--- src/rtl/mem_resp_pkg.sv ---
// Shared types for the load-response collector: size/merge encodings, FSM states
// and the per-lane metadata latched at batch accept.
package mem_resp_pkg;

   localparam int unsigned LANE_DW = 32;

   typedef enum logic [1:0] {
      MSZ_BYTE = 2'd0,
      MSZ_HALF = 2'd1,
      MSZ_WORD = 2'd2
   } msize_t;

   typedef enum logic [1:0] {
      MT_NORMAL = 2'd0,
      MT_LWL    = 2'd1,
      MT_LWR    = 2'd2
   } memtype_t;

   typedef enum logic [1:0] {
      ST_IDLE = 2'd0,
      ST_WAIT = 2'd1,
      ST_DONE = 2'd2
   } collect_state_t;

   typedef struct packed {
      logic [1:0]         addr_lo;
      msize_t             msize;
      logic               sext;
      memtype_t           memtype;
      logic [LANE_DW-1:0] orig;
   } lane_meta_t;

endpackage

--- src/rtl/mem_resp_collect_load_align.sv ---
// Combinational per-lane load formatter: byte/half/word extraction with zero or
// sign extension, and LWL/LWR merge of response data into the old register value.
module load_align
   import mem_resp_pkg::*;
(
   input  logic [31:0] raw_i,
   input  lane_meta_t  meta_i,
   output logic [31:0] data_o
);

   logic [4:0]  sh;
   logic [7:0]  byte_b;
   logic [15:0] half_b;
   logic [31:0] ext_v;
   logic [31:0] keep_lo;

   always_comb begin
      sh = {meta_i.addr_lo, 3'b000};

      case (meta_i.addr_lo)
         2'd0:    byte_b = raw_i[7:0];
         2'd1:    byte_b = raw_i[15:8];
         2'd2:    byte_b = raw_i[23:16];
         default: byte_b = raw_i[31:24];
      endcase
      // addr_lo[0] is ignored for halves; misaligned halves never reach here
      half_b = meta_i.addr_lo[1] ? raw_i[31:16] : raw_i[15:0];

      case (meta_i.msize)
         MSZ_BYTE: ext_v = {{24{meta_i.sext & byte_b[7]}}, byte_b};
         MSZ_HALF: ext_v = {{16{meta_i.sext & half_b[15]}}, half_b};
         default:  ext_v = raw_i;
      endcase

      // LWL keeps the low (3-o) bytes of orig, LWR keeps the high o bytes
      keep_lo = 32'hFFFF_FFFF >> sh;

      case (meta_i.memtype)
         MT_LWL:  data_o = (raw_i << (5'd24 - sh)) | (meta_i.orig & (32'h00FF_FFFF >> sh));
         MT_LWR:  data_o = (raw_i >> sh) | (meta_i.orig & ~keep_lo);
         default: data_o = ext_v;
      endcase
   end

endmodule

--- src/rtl/mem_resp_collect.sv ---
// N-lane load-response collector: latches batch metadata, gathers out-of-order
// per-lane responses and presents formatted write-back data. Optional watchdog
// enabled by defining MEM_RESP_TIMEOUT_EN.
module mem_resp_collect
   import mem_resp_pkg::*;
#(
   parameter int unsigned LANES          = 2,
   parameter int unsigned DW             = 32,
   parameter int unsigned TIMEOUT_CYCLES = 255
) (
   input  logic                clk,
   input  logic                reset,
   input  logic [LANES-1:0]    req_valid,
   input  logic [2*LANES-1:0]  req_addr_lo,
   input  logic [2*LANES-1:0]  req_msize,
   input  logic [LANES-1:0]    req_sext,
   input  logic [2*LANES-1:0]  req_memtype,
   input  logic [DW*LANES-1:0] req_orig,
   input  logic [LANES-1:0]    resp_ok,
   input  logic [DW*LANES-1:0] resp_data,
   output logic                busy,
   output logic                out_valid,
   input  logic                out_ready,
   output logic [LANES-1:0]    out_mask,
   output logic [DW*LANES-1:0] out_data,
   output logic                out_err
);

   collect_state_t               state_q, state_d;
   logic [LANES-1:0]             pend_q, pend_d;
   logic [LANES-1:0]             mask_q, mask_d;
   logic [LANES-1:0][DW-1:0]     raw_q, raw_d;
   lane_meta_t [LANES-1:0]       meta_q, meta_d;
   logic                         accept;
   logic                         timeout;

   assign accept = (|req_valid) &&
                   ((state_q == ST_IDLE) || ((state_q == ST_DONE) && out_ready));

`ifdef MEM_RESP_TIMEOUT_EN
   localparam int unsigned CNT_W = ($clog2(TIMEOUT_CYCLES + 1) > 8) ?
                                   $clog2(TIMEOUT_CYCLES + 1) : 8;
   logic [CNT_W-1:0] cnt_q, cnt_d;
   logic             err_q, err_d;

   assign timeout = (state_q == ST_WAIT) && (cnt_q == CNT_W'(TIMEOUT_CYCLES - 1));

   always_comb begin
      cnt_d = cnt_q;
      err_d = err_q;
      if (accept) begin
         cnt_d = '0;
      end else if (state_q == ST_WAIT) begin
         cnt_d = cnt_q + 1'b1;
      end
      if (accept || ((state_q == ST_DONE) && out_ready)) begin
         err_d = 1'b0;
      end else if (timeout && (pend_d != '0)) begin
         err_d = 1'b1;
      end
   end

   always_ff @(posedge clk or posedge reset) begin
      if (reset) begin
         cnt_q <= '0;
         err_q <= 1'b0;
      end else begin
         cnt_q <= cnt_d;
         err_q <= err_d;
      end
   end

   assign out_err = err_q;
`else
   assign timeout = 1'b0;
   assign out_err = 1'b0;
`endif

   always_comb begin
      state_d = state_q;
      pend_d  = pend_q;
      mask_d  = mask_q;
      raw_d   = raw_q;
      meta_d  = meta_q;

      case (state_q)
         ST_WAIT: begin
            for (int i = 0; i < int'(LANES); i++) begin
               if (pend_q[i] && resp_ok[i]) begin
                  raw_d[i]  = resp_data[DW*i +: DW];
                  pend_d[i] = 1'b0;
               end
            end
            if ((pend_d == '0) || timeout) begin
               state_d = ST_DONE;
            end
         end
         ST_DONE: begin
            if (out_ready) begin
               state_d = ST_IDLE;
               pend_d  = '0;
            end
         end
         ST_IDLE: ;
         default: state_d = ST_IDLE;
      endcase

      // Accept overrides the DONE->IDLE exit so back-to-back batches skip IDLE
      if (accept) begin
         state_d = ST_WAIT;
         pend_d  = req_valid;
         mask_d  = req_valid;
         for (int i = 0; i < int'(LANES); i++) begin
            meta_d[i].addr_lo = req_addr_lo[2*i +: 2];
            meta_d[i].msize   = msize_t'(req_msize[2*i +: 2]);
            meta_d[i].sext    = req_sext[i];
            meta_d[i].memtype = memtype_t'(req_memtype[2*i +: 2]);
            meta_d[i].orig    = req_orig[DW*i +: DW];
         end
      end
   end

   always_ff @(posedge clk or posedge reset) begin
      if (reset) begin
         state_q <= ST_IDLE;
         pend_q  <= '0;
         mask_q  <= '0;
         raw_q   <= '0;
         meta_q  <= '0;
      end else begin
         state_q <= state_d;
         pend_q  <= pend_d;
         mask_q  <= mask_d;
         raw_q   <= raw_d;
         meta_q  <= meta_d;
      end
   end

   assign out_valid = (state_q == ST_DONE);
   assign busy      = (state_q == ST_WAIT) || ((state_q == ST_DONE) && !out_ready);
   assign out_mask  = out_valid ? mask_q : '0;

   // Lanes still pending in DONE only occur after a watchdog expiry; they read as 0
   for (genvar g = 0; g < int'(LANES); g++) begin : g_lane
      logic [DW-1:0] aligned;
      logic          live;

      load_align u_align (
         .raw_i  (raw_q[g]),
         .meta_i (meta_q[g]),
         .data_o (aligned)
      );

      assign live                 = out_valid && mask_q[g] && !pend_q[g];
      assign out_data[DW*g +: DW] = live ? aligned : '0;
   end

endmodule
--- config.mk ---
export PLATFORM = sky130hd
export DESIGN_NAME = mem_resp_collect
export DESIGN_NICKNAME = d
export VERILOG_FILES = /design/src/rtl/mem_resp_pkg.sv /design/src/rtl/mem_resp_collect_load_align.sv /design/src/rtl/mem_resp_collect.sv
export SDC_FILE = /design/constraint.sdc
export NUM_CORES = 1
export LEC_CHECK = 0
export ABC_AREA = 1
export CAP_MARGIN = 15
export CORE_AREA = 2 2 169 154
export DETAILED_ROUTE_END_ITERATION = 6
export DIE_AREA = 0 0 171 156
export GPL_TIMING_DRIVEN = 0
export PLACE_DENSITY = 0.75
export SKIP_CTS_REPAIR_TIMING = 1
export SYNTH_ARGS = -nofsm -noshare
export SYNTH_HDL_FRONTEND = slang
export SYNTH_HIERARCHICAL = 1
export SYNTH_SLANG_ARGS = --single-unit
--- constraint.sdc ---
create_clock -name clk -period 5 [get_ports clk]
set_clock_uncertainty 0.15 [all_clocks]
set_input_delay 1 -clock clk [delete_from_list [all_inputs] [get_ports clk]]
set_output_delay 1 -clock clk [all_outputs]
set_load 0.1 [all_outputs]
==> results.md, run 1 <==
- The worst reg-to-reg setup slack is between 3 and 4 ns.
- The maximum resistive drop on vdd is between 0.0004 and 0.0005 V.
- The arrival time at the worst endpoint is 3.75 ns.
- The site row count is 55.
- The die outline height is 156 um.
- The required time of the worst setup path is between 3 and 4 ns.
- The highest achievable clock rate is ~0.2 GHz.
- The hold path startpoint is meta_q[3].
- After synthesis the netlist holds a flip-flop and latch count of 148.
- The final worst setup slack is between 0.1 and 0.15 ns.
- The critical path goes through inv_1 -> ha_1 -> clkinv_1 -> clkbuf_1 -> a21oi_1 -> a21oi_1 -> inv_1 -> nor2_1 -> clkdlybuf4s50_1.
- The first-pass GRT wire length is ~77000 um.
- After detailed placement, the total cell area comes to around 15000 um^2.
- The average wire length per cell after detail routing is 20.1 um.
- The floorplan core area is about 25000 um^2.
- The tightest min-delay check is of the flip-flop to flip-flop type.
- The largest net degree at the start of global routing is 44.
- The pre-CTS setup slack is between 0.6 and 0.7 ns.
- The total global routing track utilization is approximately two fifths.
- The fraction of the cycle the final worst path needs is between 90% and 100%.
- The number of instances on the worst hold path is 2.
- The average size of a mapped cell is ~6.1 um^2.
- For this run, asynchronously set or reset flops after synthesis account for 100%.
- Clock-pin slew was measured on the worst setup and hold paths at roughly 0.070 ns.
- In this run the count of I/O pins placed on the die edge is 218.
- Counting every net in the synthesized netlist gives between 2k and 2.5k.
- After the last flow step, the layout net total stands at 2359.
- The count of fill cells added during filler insertion is ~2.4k.
- The floorplan step defined a die boundary enclosing ~27000 um^2.
- The total power divided by cell area is ~810 nW/um^2.
- The kind of critical path is flip-flop to output pin.
- The post-route netlist has a little under a tenth of its cells at a drive strength greater than 1.
- The via count of the first global-routing pass is ~13k.
- Setup repair after global routing left no endpoint under its margin.
- The path with the worst hold slack has its endpoint at meta_q[3].
- The total length of routed wires is 51500 um.
- The most frequent cell after synthesis is nand2_1.
- The flow ran to the end, but the final reports show violations.
- The final setup violation count is 0.
- Broken down by cell family, the worst path's largest delay share belongs to buffers and inverters.
- The number of antenna violations at the first check in global routing is 0.
- From synthesis to final layout, the design area changed by 27.1%.
- Together, buffers and inverters on the worst path number 5.
- The worst reg2reg path startpoint is state_q[0].
- Adding up every negative setup slack in the final design gives 0 ns.
- After detailed routing, the number of vias per cell comes to 5.47.
- The final reports fail on DRC.
- The maximum root-to-sink buffer count is 2.
- The slew at the pin with the worst max-slew slack is between 1 and 1.5 ns.
- Measured against its own limit, the worst slew margin works out to between 30% and 40%.
- The maximum single-stage delay on the critical path is approximately 1.2 ns.
- The count of pins over their slew limit is 0.
- Detailed placement finished with a half-perimeter wire length of slightly below 40000 um.
- For this run the aggregate overflow at the end of global routing stands at 0.
- The largest fanout of any net on the critical path is 10.
- The time the worst path needs with I/O delays and setup is just under 5 ns.
- Max-cap violations in this run came to 0.
- 0 antenna diodes ended up in the layout.
- By count the netlist is led by nand2_1 (753), inv_1 (247), nor2_1 (190).
- The number of sinks driven by the clock tree is ~150.
- The total number of H-tree levels is 4.
- Counting flops with a built-in enable in the synthesized netlist gives 0.
- The highest-delay cell along the critical path is clkdlybuf4s50_1.
- The count of nets left with antenna violations once routing finished came out at 0.
- The clock latency on the worst-skew pair is around 0.45 ns.
- On the final layout, the worst hold slack is about 0.34 ns.
- The mapped netlist covers roughly 12000 um^2.
- The cell at the root of the clock tree is clkbuf_16.
- The end of the worst register-to-register path is meta_q[15].
- The detailed router's first-iteration violation count is 1797.
- In this run the static leakage power is roughly 0.0081 uW.
- Yosys attributes the largest share of cell area to dfrtp_1 (31%), nand2_1 (23%), inv_1 (7.7%), nand3_1 (6.8%), nor2_1 (5.9%).
- The total CTS buffers is 17.
- After technology mapping, the gate count stands at 1968.
- The x dimension of the die is approximately 170 um.
- The total non-filler cell area in the finished layout is 15300 um^2.
- The initial utilization of the core area, before any placement, comes to roughly half.
- The worst register-to-register path has a depth of 6.
- The sequential share of the synthesized area is a little under a third.
- The detailed-route via count is approximately 14k.
- The final hold violation count was 0.
- The category of the worst setup path capture point is an output pin.
- The count of yosys warnings during synthesis is 6.
- The number of remaining DRC errors is 4.
- The TritonCTS clock tree is built.
- The total area of multi-input combinational cells is between 6000 and 7000 um^2.
- The most frequently used flop master after synthesis is dfrtp_1.
- The first detailed-routing pass ran for 7 iterations.
- Of the post-synthesis cell area, the dominant cell type holds a little under a third.
- Input and output buffers added on the ports amount to approximately 220.
- The synthesized design spends more area on one cell type than any other, namely dfrtp_1.
- The weighted congestion reported at the end of routability-driven placement is about 1.1.
- The footprint of the flip-flops and latches is 3700 um^2.
- Counting distinct cell types in the post-synthesis netlist gives 34.
- STA classifies the critical path startpoint as a flip-flop.
==> worst max-delay path by stage <==
stage	start	end	slack, ns	depth (start not counted)
2_1_floorplan	state_q[1]	busy	0.69	4
3_5_place_dp	meta_q[32]	out_data[0]	0.64	9
6_report	meta_q[32]	out_data[0]	0.10	9
4_1_cts	meta_q[32]	out_data[0]	0.16	9
3_3_place_gp	meta_q[32]	out_data[0]	0.64	9
5_1_grt	meta_q[32]	out_data[0]	0.002	9
==> state kept, by name (all words and copies together) (netlist names) <==
signal / cells
pend_q: 2
mask_q: 2
raw_q: 64
state_q: 2
meta_q: 78
==> worst reg2reg max path, stage by stage (launching register included) <==
cell and delay [ns]:
dfrtp_1 0.44, nor2_1 0.25, nand2_2 0.23, inv_2 0.27, buf_4 0.25, nand2_1 0.13, nand2_1 0.07
==> stage by stage <==
step                      util, %  std cells  total power, uW
after floorplan                 -       1968             8000
after global placement       58.7       2526            10500
after detailed placement     58.9       2529            10600
after CTS                    61.3       2561            12000
after global routing         61.4       2561            13200
final                        61.4       2561            12400
==> layout make-up <==
cell class / count / share of cell area (%)
multi-input combinational: 1442 / 41.7
timing repair buffer: 219 / 14.6
tap: 342 / 2.80
clock inverter: 14 / 1.11
sequential: 148 / 24.2
clock buffer: 18 / 2.81
inverter: 259 / 6.55
buffer: 119 / 6.19
==> layer usage <==
layer | part of all wire, % | track usage (%) | vias up
met3 | 16 | 17.9 | 105
met5 | 0 | 0 | -
met2 | 38 | 51.8 | 889
met1 | 44 | 56.1 | 6468
li1 | - | - | 6554
met4 | 2.6 | 12.0 | 0
==> report_power, final <==
| group | internal (uW) | switching [uW] | total, uW |
|---|---|---|---|
| clock network | 753 | 613 | 1370 |
| registers | 1780 | 933 | 2710 |
| logic | 2650 | 5620 | 8270 |
==> cell families (layout without fill, tap and decap cells) <==
kind of cell | Yosys count | after routing | synth area share [%]
AO/OA/AOI/OAI | 269 | 269 | 11.5
other | 1 | 1 | 0.0312
AND/OR/NAND/NOR | 1168 | 1168 | 41.1
buffers and inverters | 378 | 629 | 16.2
adder cells (fa/ha/maj) | 4 | 4 | 0.416
flip-flops | 148 | 148 | 30.8
==> cells in the final DEF, fill, tap and decap left out, types with 5 or more instances in the layout <==
| cell | netlist | routed |
|---|---|---|
| nand3_1 | 163 | 163 |
| nand2_1 | 753 | 753 |
| inv_1 | 247 | 246 |
| nor2_1 | 190 | 190 |
| nand2_2 | 5 | 5 |
| a21oi_1 | 106 | 106 |
| nor2_4 | 7 | 7 |
| inv_2 | 6 | 6 |
| o211ai_1 | 16 | 16 |
| buf_6 | 28 | 28 |
| dfrtp_1 | 148 | 148 |
| o21ai_1 | 70 | 70 |
| buf_2 | 33 | 33 |
| clkbuf_16 | 0 | 17 |
| inv_8 | 2 | 5 |
| o21ai_0 | 75 | 75 |
| clkdlybuf4s50_1 | 0 | 214 |
| buf_12 | 2 | 5 |
| buf_4 | 21 | 21 |
| nand3_2 | 22 | 22 |
| nor2_2 | 17 | 17 |
| clkbuf_1 | 20 | 21 |
| buf_8 | 6 | 6 |
(Power assumes the default switching activity.)
==> inputs of run 2 (changes only) <==
--- a/config.mk
+++ b/config.mk
@@ -11,6 +11,7 @@
 export DETAILED_ROUTE_END_ITERATION = 6
 export DIE_AREA = 0 0 171 156
 export GPL_TIMING_DRIVEN = 0
+export HOLD_SLACK_MARGIN = 0.12
 export PLACE_DENSITY = 0.75
 export SKIP_CTS_REPAIR_TIMING = 1
 export SYNTH_ARGS = -nofsm -noshare
==> results of run 2 <==
No change in the layout: final DEF, timing and power equal those of run 1.
